--- src/rtl/writeback_queue.sv ---
// Writeback stage: formats load data, then buffers {dest, value} results in a small FIFO.
// The register-file port drains the FIFO, and the head entry is exposed for forwarding.
module writeback_queue #(
    parameter int DATA_W = 32,
    parameter int DEPTH  = 2,
    parameter int CNT_W  = 16
) (
    input  logic              clock,
    input  logic              reset_n,
    input  logic              in_valid,
    output logic              in_ready,
    input  logic [1:0]        in_kind,
    input  logic [4:0]        in_dest,
    input  logic [DATA_W-1:0] in_result,
    input  logic [DATA_W-1:0] in_data,
    input  logic [1:0]        in_size,
    input  logic              in_signed,
    input  logic [1:0]        in_addr_lo,
    output logic              rf_we,
    output logic [4:0]        rf_dest,
    output logic [DATA_W-1:0] rf_value,
    input  logic              rf_ready,
    output logic              fwd_valid,
    output logic [4:0]        fwd_dest,
    output logic [DATA_W-1:0] fwd_value,
    output logic [CNT_W-1:0]  retire_count
);

    localparam int PTR_W = (DEPTH > 1) ? $clog2(DEPTH) : 1;
    localparam int OCC_W = PTR_W + 1;

    localparam logic [1:0] KIND_ALU   = 2'b01;
    localparam logic [1:0] KIND_LOAD  = 2'b10;
    localparam logic [1:0] KIND_STORE = 2'b11;

    logic [PTR_W-1:0]  wr_ptr_q, wr_ptr_d;
    logic [PTR_W-1:0]  rd_ptr_q, rd_ptr_d;
    logic [OCC_W-1:0]  occ_q, occ_d;
    logic [CNT_W-1:0]  retire_q, retire_d;
    logic [4:0]        fwd_dest_q, fwd_dest_d;
    logic [DATA_W-1:0] fwd_value_q, fwd_value_d;

    logic [4:0]        dest_all  [DEPTH];
    logic [DATA_W-1:0] value_all [DEPTH];

    logic [7:0]        lane8;
    logic [15:0]       lane16;
    logic [DATA_W-1:0] load_value;
    logic [DATA_W-1:0] enq_value;

    logic              head_valid;
    logic [4:0]        head_dest;
    logic [DATA_W-1:0] head_value;
    logic              full;
    logic              accept;
    logic              push;
    logic              store_acc;
    logic              pop;
    logic              commit;

    // Load lane selection and extension, done once at enqueue.
    always_comb begin
        lane8 = in_data[7:0];
        case (in_addr_lo)
            2'd0: lane8 = in_data[7:0];
            2'd1: lane8 = in_data[15:8];
            2'd2: lane8 = in_data[23:16];
            2'd3: lane8 = in_data[31:24];
            default: lane8 = in_data[7:0];
        endcase
        lane16 = in_addr_lo[1] ? in_data[31:16] : in_data[15:0];

        case (in_size)
            2'b00: begin
                load_value       = {DATA_W{in_signed & lane8[7]}};
                load_value[7:0]  = lane8;
            end
            2'b01: begin
                load_value       = {DATA_W{in_signed & lane16[15]}};
                load_value[15:0] = lane16;
            end
            default: begin
                load_value       = {DATA_W{in_signed & in_data[31]}};
                load_value[31:0] = in_data[31:0];
            end
        endcase

        enq_value = (in_kind == KIND_ALU) ? in_result : load_value;
    end

    // Handshake and FIFO control.
    always_comb begin
        head_valid = (occ_q != '0);
        head_dest  = dest_all[rd_ptr_q];
        head_value = value_all[rd_ptr_q];
        full       = (occ_q == OCC_W'(DEPTH));
        accept     = in_valid && !full;
        push       = accept && ((in_kind == KIND_ALU) || (in_kind == KIND_LOAD));
        store_acc  = accept && (in_kind == KIND_STORE);
        // A dest-0 head never reaches the register file; it simply drains.
        pop        = head_valid && ((head_dest == 5'd0) || rf_ready);
        commit     = head_valid && (head_dest != 5'd0) && rf_ready;
    end

    always_comb begin
        wr_ptr_d = push ? (wr_ptr_q + PTR_W'(1)) : wr_ptr_q;
        rd_ptr_d = pop  ? (rd_ptr_q + PTR_W'(1)) : rd_ptr_q;
        occ_d    = occ_q;
        case ({push, pop})
            2'b10:   occ_d = occ_q + OCC_W'(1);
            2'b01:   occ_d = occ_q - OCC_W'(1);
            default: occ_d = occ_q;
        endcase
        retire_d = retire_q + CNT_W'(commit) + CNT_W'(store_acc);
    end

    // Forwarding registers remember the last valid head so they hold when the head drops.
    always_comb begin
        fwd_dest_d  = fwd_dest_q;
        fwd_value_d = fwd_value_q;
        if (head_valid && (head_dest != 5'd0)) begin
            fwd_dest_d  = head_dest;
            fwd_value_d = head_value;
        end
    end

    always_ff @(posedge clock or negedge reset_n) begin
        if (!reset_n) begin
            wr_ptr_q    <= '0;
            rd_ptr_q    <= '0;
            occ_q       <= '0;
            retire_q    <= '0;
            fwd_dest_q  <= '0;
            fwd_value_q <= '0;
        end else begin
            wr_ptr_q    <= wr_ptr_d;
            rd_ptr_q    <= rd_ptr_d;
            occ_q       <= occ_d;
            retire_q    <= retire_d;
            fwd_dest_q  <= fwd_dest_d;
            fwd_value_q <= fwd_value_d;
        end
    end

    // FIFO storage: one register pair per entry, written only at the write pointer.
    for (genvar gi = 0; gi < DEPTH; gi++) begin : g_entry
        logic [4:0]        ent_dest_q, ent_dest_d;
        logic [DATA_W-1:0] ent_value_q, ent_value_d;

        always_comb begin
            ent_dest_d  = ent_dest_q;
            ent_value_d = ent_value_q;
            if (push && (wr_ptr_q == PTR_W'(gi))) begin
                ent_dest_d  = in_dest;
                ent_value_d = enq_value;
            end
        end

        always_ff @(posedge clock or negedge reset_n) begin
            if (!reset_n) begin
                ent_dest_q  <= '0;
                ent_value_q <= '0;
            end else begin
                ent_dest_q  <= ent_dest_d;
                ent_value_q <= ent_value_d;
            end
        end

        assign dest_all[gi]  = ent_dest_q;
        assign value_all[gi] = ent_value_q;
    end

    assign in_ready     = !full;
    assign rf_we        = head_valid && (head_dest != 5'd0);
    assign rf_dest      = head_valid ? head_dest  : '0;
    assign rf_value     = head_valid ? head_value : '0;
    assign fwd_valid    = head_valid && (head_dest != 5'd0);
    assign fwd_dest     = fwd_valid ? head_dest  : fwd_dest_q;
    assign fwd_value    = fwd_valid ? head_value : fwd_value_q;
    assign retire_count = retire_q;

endmodule

--- config.mk ---
export PLATFORM = sky130hd
export DESIGN_NAME = writeback_queue
export DESIGN_NICKNAME = d
export VERILOG_FILES = /design/src/rtl/writeback_queue.sv
export SDC_FILE = /design/constraint.sdc
export NUM_CORES = 1
export LEC_CHECK = 0
export CORE_MARGIN = 2
export CORE_UTILIZATION = 50
export CTS_CLUSTER_DIAMETER = 30
export DETAILED_ROUTE_END_ITERATION = 8
export PLACE_DENSITY = 0.81
export SKIP_CTS_REPAIR_TIMING = 1
export SLEW_MARGIN = 25
export SYNTH_ARGS = -nofsm -noshare
export SYNTH_HDL_FRONTEND = slang
export SYNTH_SLANG_ARGS = --single-unit
--- constraint.sdc ---
create_clock -name clock -period 3.1 [get_ports clock]
set_input_delay 0.465 -clock clock [delete_from_list [all_inputs] [get_ports clock]]
set_output_delay 0.465 -clock clock [all_outputs]
set_load 0.02 [all_outputs]
# Yosys cells after proc, flatten, opt, wreduce, memory -nomap -nowiden
# Index checks and enable logic that the tools add are counted.
# totals
reg_bits,131
in_bits,80
out_inout_bits,93
wordCells,63
# op_classes
add_sub_neg,6
magnitude_cmp,1
eq_ne,10
muxes,15
n_bitwise,4
reduce_logical,17
# ops
cell,count
$mux W32,6
$pmux W32 S2,1
$add A16 B1 Y16,2
$pmux W8 S4,1
$mux W5,5
$mux W16,1
$eq A2 B2 Y1 const B,6
$eq A2 B1 Y1 const B,4
$logic_and A1 B1 Y1,8
$logic_not A5 Y1,1
$reduce_bool A5 Y1,1
$logic_not A2 Y1,2
$pmux W2 S2,1
$reduce_bool A2 Y1,2
$add A1 B1 Y1 const B,2
$add A2 B1 Y2 const B,1
$and A1 B1 Y1,2
$ge A2 B2 Y1 const B,1
$logic_or A1 B1 Y1,2
$not A1 Y2,1
$sub A2 B1 Y2 const B,1
$logic_not A1 Y1,1
$not A1 Y1,1

# Logic depth before layout (Yosys ltp)
# Gate-level depths: netlist of run 1.
# depth
depth_word,9
depth_mapped,13
depth_no_buf,11

# Worst setup path before layout of run 1
# OpenSTA, ideal clock, no wires.
# synth_path
path_type,register to register
startpoint,register rd_ptr_q
endpoint,"register retire_q[14], in the netlist retire_count[14]"
setup_time_ns,0.138
arrival_time_ns,2.529
required_time_ns,2.962
slack_ns,0.433
stages_incl_launch_ff,14
path_buffers,2
period_less_slack_ns,2.667
path_cell_list,dfrtp_1 buf_6 or4_4 o22a_1 o21ai_4 inv_4 buf_6 nand2_1 fa_1 inv_1 ha_1 nand2_1 nor4_1 xor2_1
# synth_via
elab_chain_len,9
# synth_rtl
item,line,text
"start, declared",37,"logic [PTR_W-1:0] rd_ptr_q, rd_ptr_d;"
"start signal, assigned",137,rd_ptr_q <= rd_ptr_d;
$not A1 Y2 (implied by the code),94,head_dest = dest_all[rd_ptr_q];
$mux W5 (implied by the code) (3 in series),94,
$reduce_bool A5 Y1,-,
$logic_and A1 B1 Y1,-,
named net fwd_valid,23,"output logic fwd_valid,"
$logic_and A1 B1 Y1,102,commit = head_valid && (head_dest != 5'd0) && rf_ready;
$add A16 B1 Y16 (2 in series),114,retire_d = retire_q + CNT_W'(commit) + CNT_W'(store_acc);
named net retire_d[14],39,"logic [CNT_W-1:0] retire_q, retire_d;"
"end signal, assigned",139,retire_q <= retire_d;
"end, declared",39,
# The timed path passes the listed nets, and every way through them passes these cells. The select of a mux whose other input is x is not followed.
# A chain may end at the register's enable or synchronous reset.

# Worst setup path after layout of run 1
# layout_path
startpoint,register rd_ptr_q
endpoint,output fwd_value[7]
# layout_via
elab_chain_len,7
elab_cells_between_ends,10
classes_between,mux (7); bitwise (1); reduce/logical (2)
# layout_rtl
item,line,text
$not A1 Y2 (implied by the code) *,"94, 95",
$mux W5 (implied by the code) (3 in series),94,
$reduce_bool A5 Y1,177,assign fwd_valid = head_valid && (head_dest != 5'd0);
$logic_and A1 B1 Y1,177,
$mux W32 *,179,assign fwd_value = fwd_valid ? head_value : fwd_value_q;
"end, declared",25,"output logic [DATA_W-1:0] fwd_value,"
# Every way passes the cells marked *; elsewhere a longest branch is shown, timed or not. The select of a mux whose other input is x is not followed.

==> results of run 1 <==
cells in the final DEF, fill, tap and decap left out, types with 27 or more instances in the layout:
cell             Yosys  final
and2_1              31     31
mux2_4              27     27
nand2_1             65     65
clkdlybuf4s50_1      0    132
dfrtp_1            131    130
a21oi_1             53     53
mux2_2              36     36
buf_4                1     29
dlymetal6s2s_1       0     39
nor2_1              60     60
worst max-delay path: cells and delay by family (launching register included):
family	cells	cell delay [ns]
simple gates	1	0.55
compound gates	2	0.48
flops	1	0.43
buf+inv	2	0.39
mux	1	0.35
routing by layer:
layer  global-route usage [%]  vias to the layer above  share of wire [%]
met5                        0                        -                  0
met4                     12.4                        0                3.7
met3                     7.78                       54                7.0
met2                     45.5                      225                 49
met1                     36.5                     2876                 40
li1                         -                     2646                  -
power groups by stage:
stage               Combinational [mW]  Clock [mW]  Sequential (mW)
finish                            6.80        2.14             2.96
global route                      7.27        2.22             3.05
CTS                               6.97        2.15             2.96
detailed placement                6.90           0             2.96
global placement                  6.72           0             2.92
floorplan                         4.21           0             2.88
path summary, 6_finish.rpt:
check	slack, ns	to	cells after the start
hold reg to reg	0.47	g_entry[0].ent_value_q[3]$_DFFE_PN0P_	2
min in group clock	0.47	g_entry[0].ent_value_q[3]$_DFFE_PN0P_	2
hold / removal	0.16	fwd_value_q[12]$_DFF_PN0_	1
setup reg to reg	0.30	retire_count[14]$_DFF_PN0_	11
setup / recovery	-0.01	fwd_value[7]	6
max in group asynchronous	2.12	rd_ptr_q$_DFFE_PN0P_	2
final cells by class:
type | count | area [sq um]
Clock buffer | 22 | 464
Clock inverter | 9 | 154
Fill cell | 908 | 3710
Inverter | 19 | 78.8
Multi-Input combinational cell | 459 | 3220
Sequential cell | 131 | 3280
Tap cell | 176 | 220
Timing Repair Buffer | 202 | 2060
cells by family after synthesis:
family	Yosys count
simple gates	226
compound gates	136
flops	131
mux	75
buf+inv	61
xor+xnor	17
fa+ha+maj	5
registers in the layout, summed over array words and instances (netlist names):
signal,flops
fwd_value_q,32
rd_ptr_q,1
fwd_dest_q,5
retire_count,16
g_entry.ent_value_q,64
occ_q,2
g_entry.ent_dest_q,10
wr_ptr_q,1
==> flow_metrics.env, run 1 <==
export IMPL_status="finished with violations"
export IMPL_violations="negative setup slack"
export IMPL_cp_arrival_ns=2.65
export IMPL_layout_setup_ws_ns=-0.0105
export IMPL_rows=42
export IMPL_synth_simple_area_share_pct=16.6
export IMPL_path_clk_slew_ns=0.06
export IMPL_yosysTopAreaCellShare_pct=48.5
export IMPL_synth_mux_area_share_pct=14.0
export IMPL_drt_iter0_drc=409
export IMPL_crit_start="rd_ptr_q$_DFFE_PN0P_"
export IMPL_syn_nets=736
export IMPL_place_gp_congestion=0.874
export IMPL_cp_max_fo=35
export IMPL_period_minus_slack_ns=3.11
export IMPL_whs_ns=0.164
export IMPL_grt_start_max_net_pins=114
export IMPL_io_buffers=172
export IMPL_max_vdd_ir_drop_uv=839
export IMPL_worstSkewPairLatency_ns=0.42
export IMPL_ant_nets=0
export IMPL_p_int_mw=7.28
export IMPL_p_sw_mw=4.62
export IMPL_combPwrFrac_pct=57.1
export IMPL_io_pin_count=173
export IMPL_first_pass_iters=4
export IMPL_slew_viol_final=0
export IMPL_grt_pass1_vias=6007
export IMPL_max_slew_margin_pct=40.0
export IMPL_syn_avg_cell_area_sq_um=10.4
export IMPL_dieArea_sq_um=14500
export IMPL_drc_errors=0
export IMPL_vias_per_cell=5.70
export IMPL_hold_viol=0
export IMPL_critPathSlowestCell="or4_4"
export IMPL_synth_area_sq_um=6750
export IMPL_synthAdderAreaFrac_pct=1.04
export IMPL_cts_max_path_buffers=2
export IMPL_synth_cells=651
export IMPL_n_antenna_cell=0
export IMPL_r2r_start="rd_ptr_q$_DFFE_PN0P_"
export IMPL_numCtsBuffers=17
export IMPL_maxCapViolCount=0
export IMPL_slowest_delay_ns=0.55
export IMPL_finalCritPeriodShare_pct=100
export IMPL_route_vias_total=5801
export IMPL_max_clock_freq_mhz=321
export IMPL_clock_skew_ns=0.00615
export IMPL_die_y_um=120
export IMPL_synthXorXnorAreaFrac_pct=2.20
export IMPL_area_delta_synth_final_pct=40.4
export IMPL_synth_top_family_by_area="simple AND/OR/NAND/NOR gates"
export IMPL_wl_per_cell_um=19.6
export IMPL_overflow=0
export IMPL_fp_coreArea_sq_um=13200
export IMPL_tns_ns=-0.0327
export IMPL_synth_compound_area_share_pct=13.7
export IMPL_cts_sinks=131
export IMPL_dpl_cell_count=987
export IMPL_yosysMostFrequentCell="dfrtp_1"
export IMPL_design_area_sq_um=9480
export IMPL_hpwl_um=13800
export IMPL_pwr_share_clk_pct=18.0
export IMPL_fin_util_pct=71.9
export IMPL_rsz0062_at_grt="true"
export IMPL_finalSetupViolations=5
export IMPL_yosys_area_top_type="dfrtp_1"
export IMPL_htree_levels=4
export IMPL_async_reset_ff_share_pct=100
export IMPL_synth_edf_count=0
export IMPL_startpoint_type="flip-flop"
export IMPL_ys_ff_latch=131
export IMPL_dp_worst_setup_slack_ns=0.0319
export IMPL_instances_no_fill=1018
export IMPL_hp_class="primary input to asynchronous set/reset pin"
export IMPL_powerDensity_nw_per_um2=1260
export IMPL_place_area_sq_um=8760
export IMPL_synthTopCellsByArea="dfrtp_1 (49%), mux2_2 (6.0%), mux2_4 (6.0%)"
export IMPL_worstPathCellList="or4_4 > o22a_1 > o21ai_4 > inv_8 > mux2_4 > dlymetal6s2s_1"
export IMPL_swShare_pct=38.8
export IMPL_clockRootBuffer="clkbuf_16"
export IMPL_seq_power_share_pct=24.9
export IMPL_end_kind="output pin"
export IMPL_initial_core_util_pct=51.2
export IMPL_tightest_slew_ns=0.900
export IMPL_cts_tree="built"
export IMPL_antenna_found_initial=0
export IMPL_drive_above_1_share_pct=15.9
export IMPL_required_ns=2.63
export IMPL_grt_first_pass_wirelength_um=31700
export IMPL_synth_cell_type_count=47
export IMPL_total_power_mw=11.9
export IMPL_gr_usage_all_layers_pct=28.5
export IMPL_p_leak_nw=4.45
export IMPL_fin_nets=915
export IMPL_critPathKind="flip-flop to output pin"
export IMPL_die_width_um=120
export IMPL_wl_um=20000
export IMPL_ys_warn_count=0
export IMPL_synth_seq_area_share_pct=48.5
export IMPL_yosys_top_cells_count="dfrtp_1 (131), nand2_1 (65), nor2_1 (60), a21oi_1 (53)"
export IMPL_ys_flop_type="dfrtp_1"
Note: power is estimated with default switching activity, not from simulation.
==> inputs of run 2 (changes only) <==
--- a/config.mk
+++ b/config.mk
@@ -9,6 +9,7 @@
 export CORE_UTILIZATION = 50
 export CTS_CLUSTER_DIAMETER = 30
 export DETAILED_ROUTE_END_ITERATION = 8
+export GPL_ROUTABILITY_DRIVEN = 1
 export PLACE_DENSITY = 0.81
 export SKIP_CTS_REPAIR_TIMING = 1
 export SLEW_MARGIN = 25
==> results of run 2 <==
Final layout, timing and power as in run 1 (identical DEF).
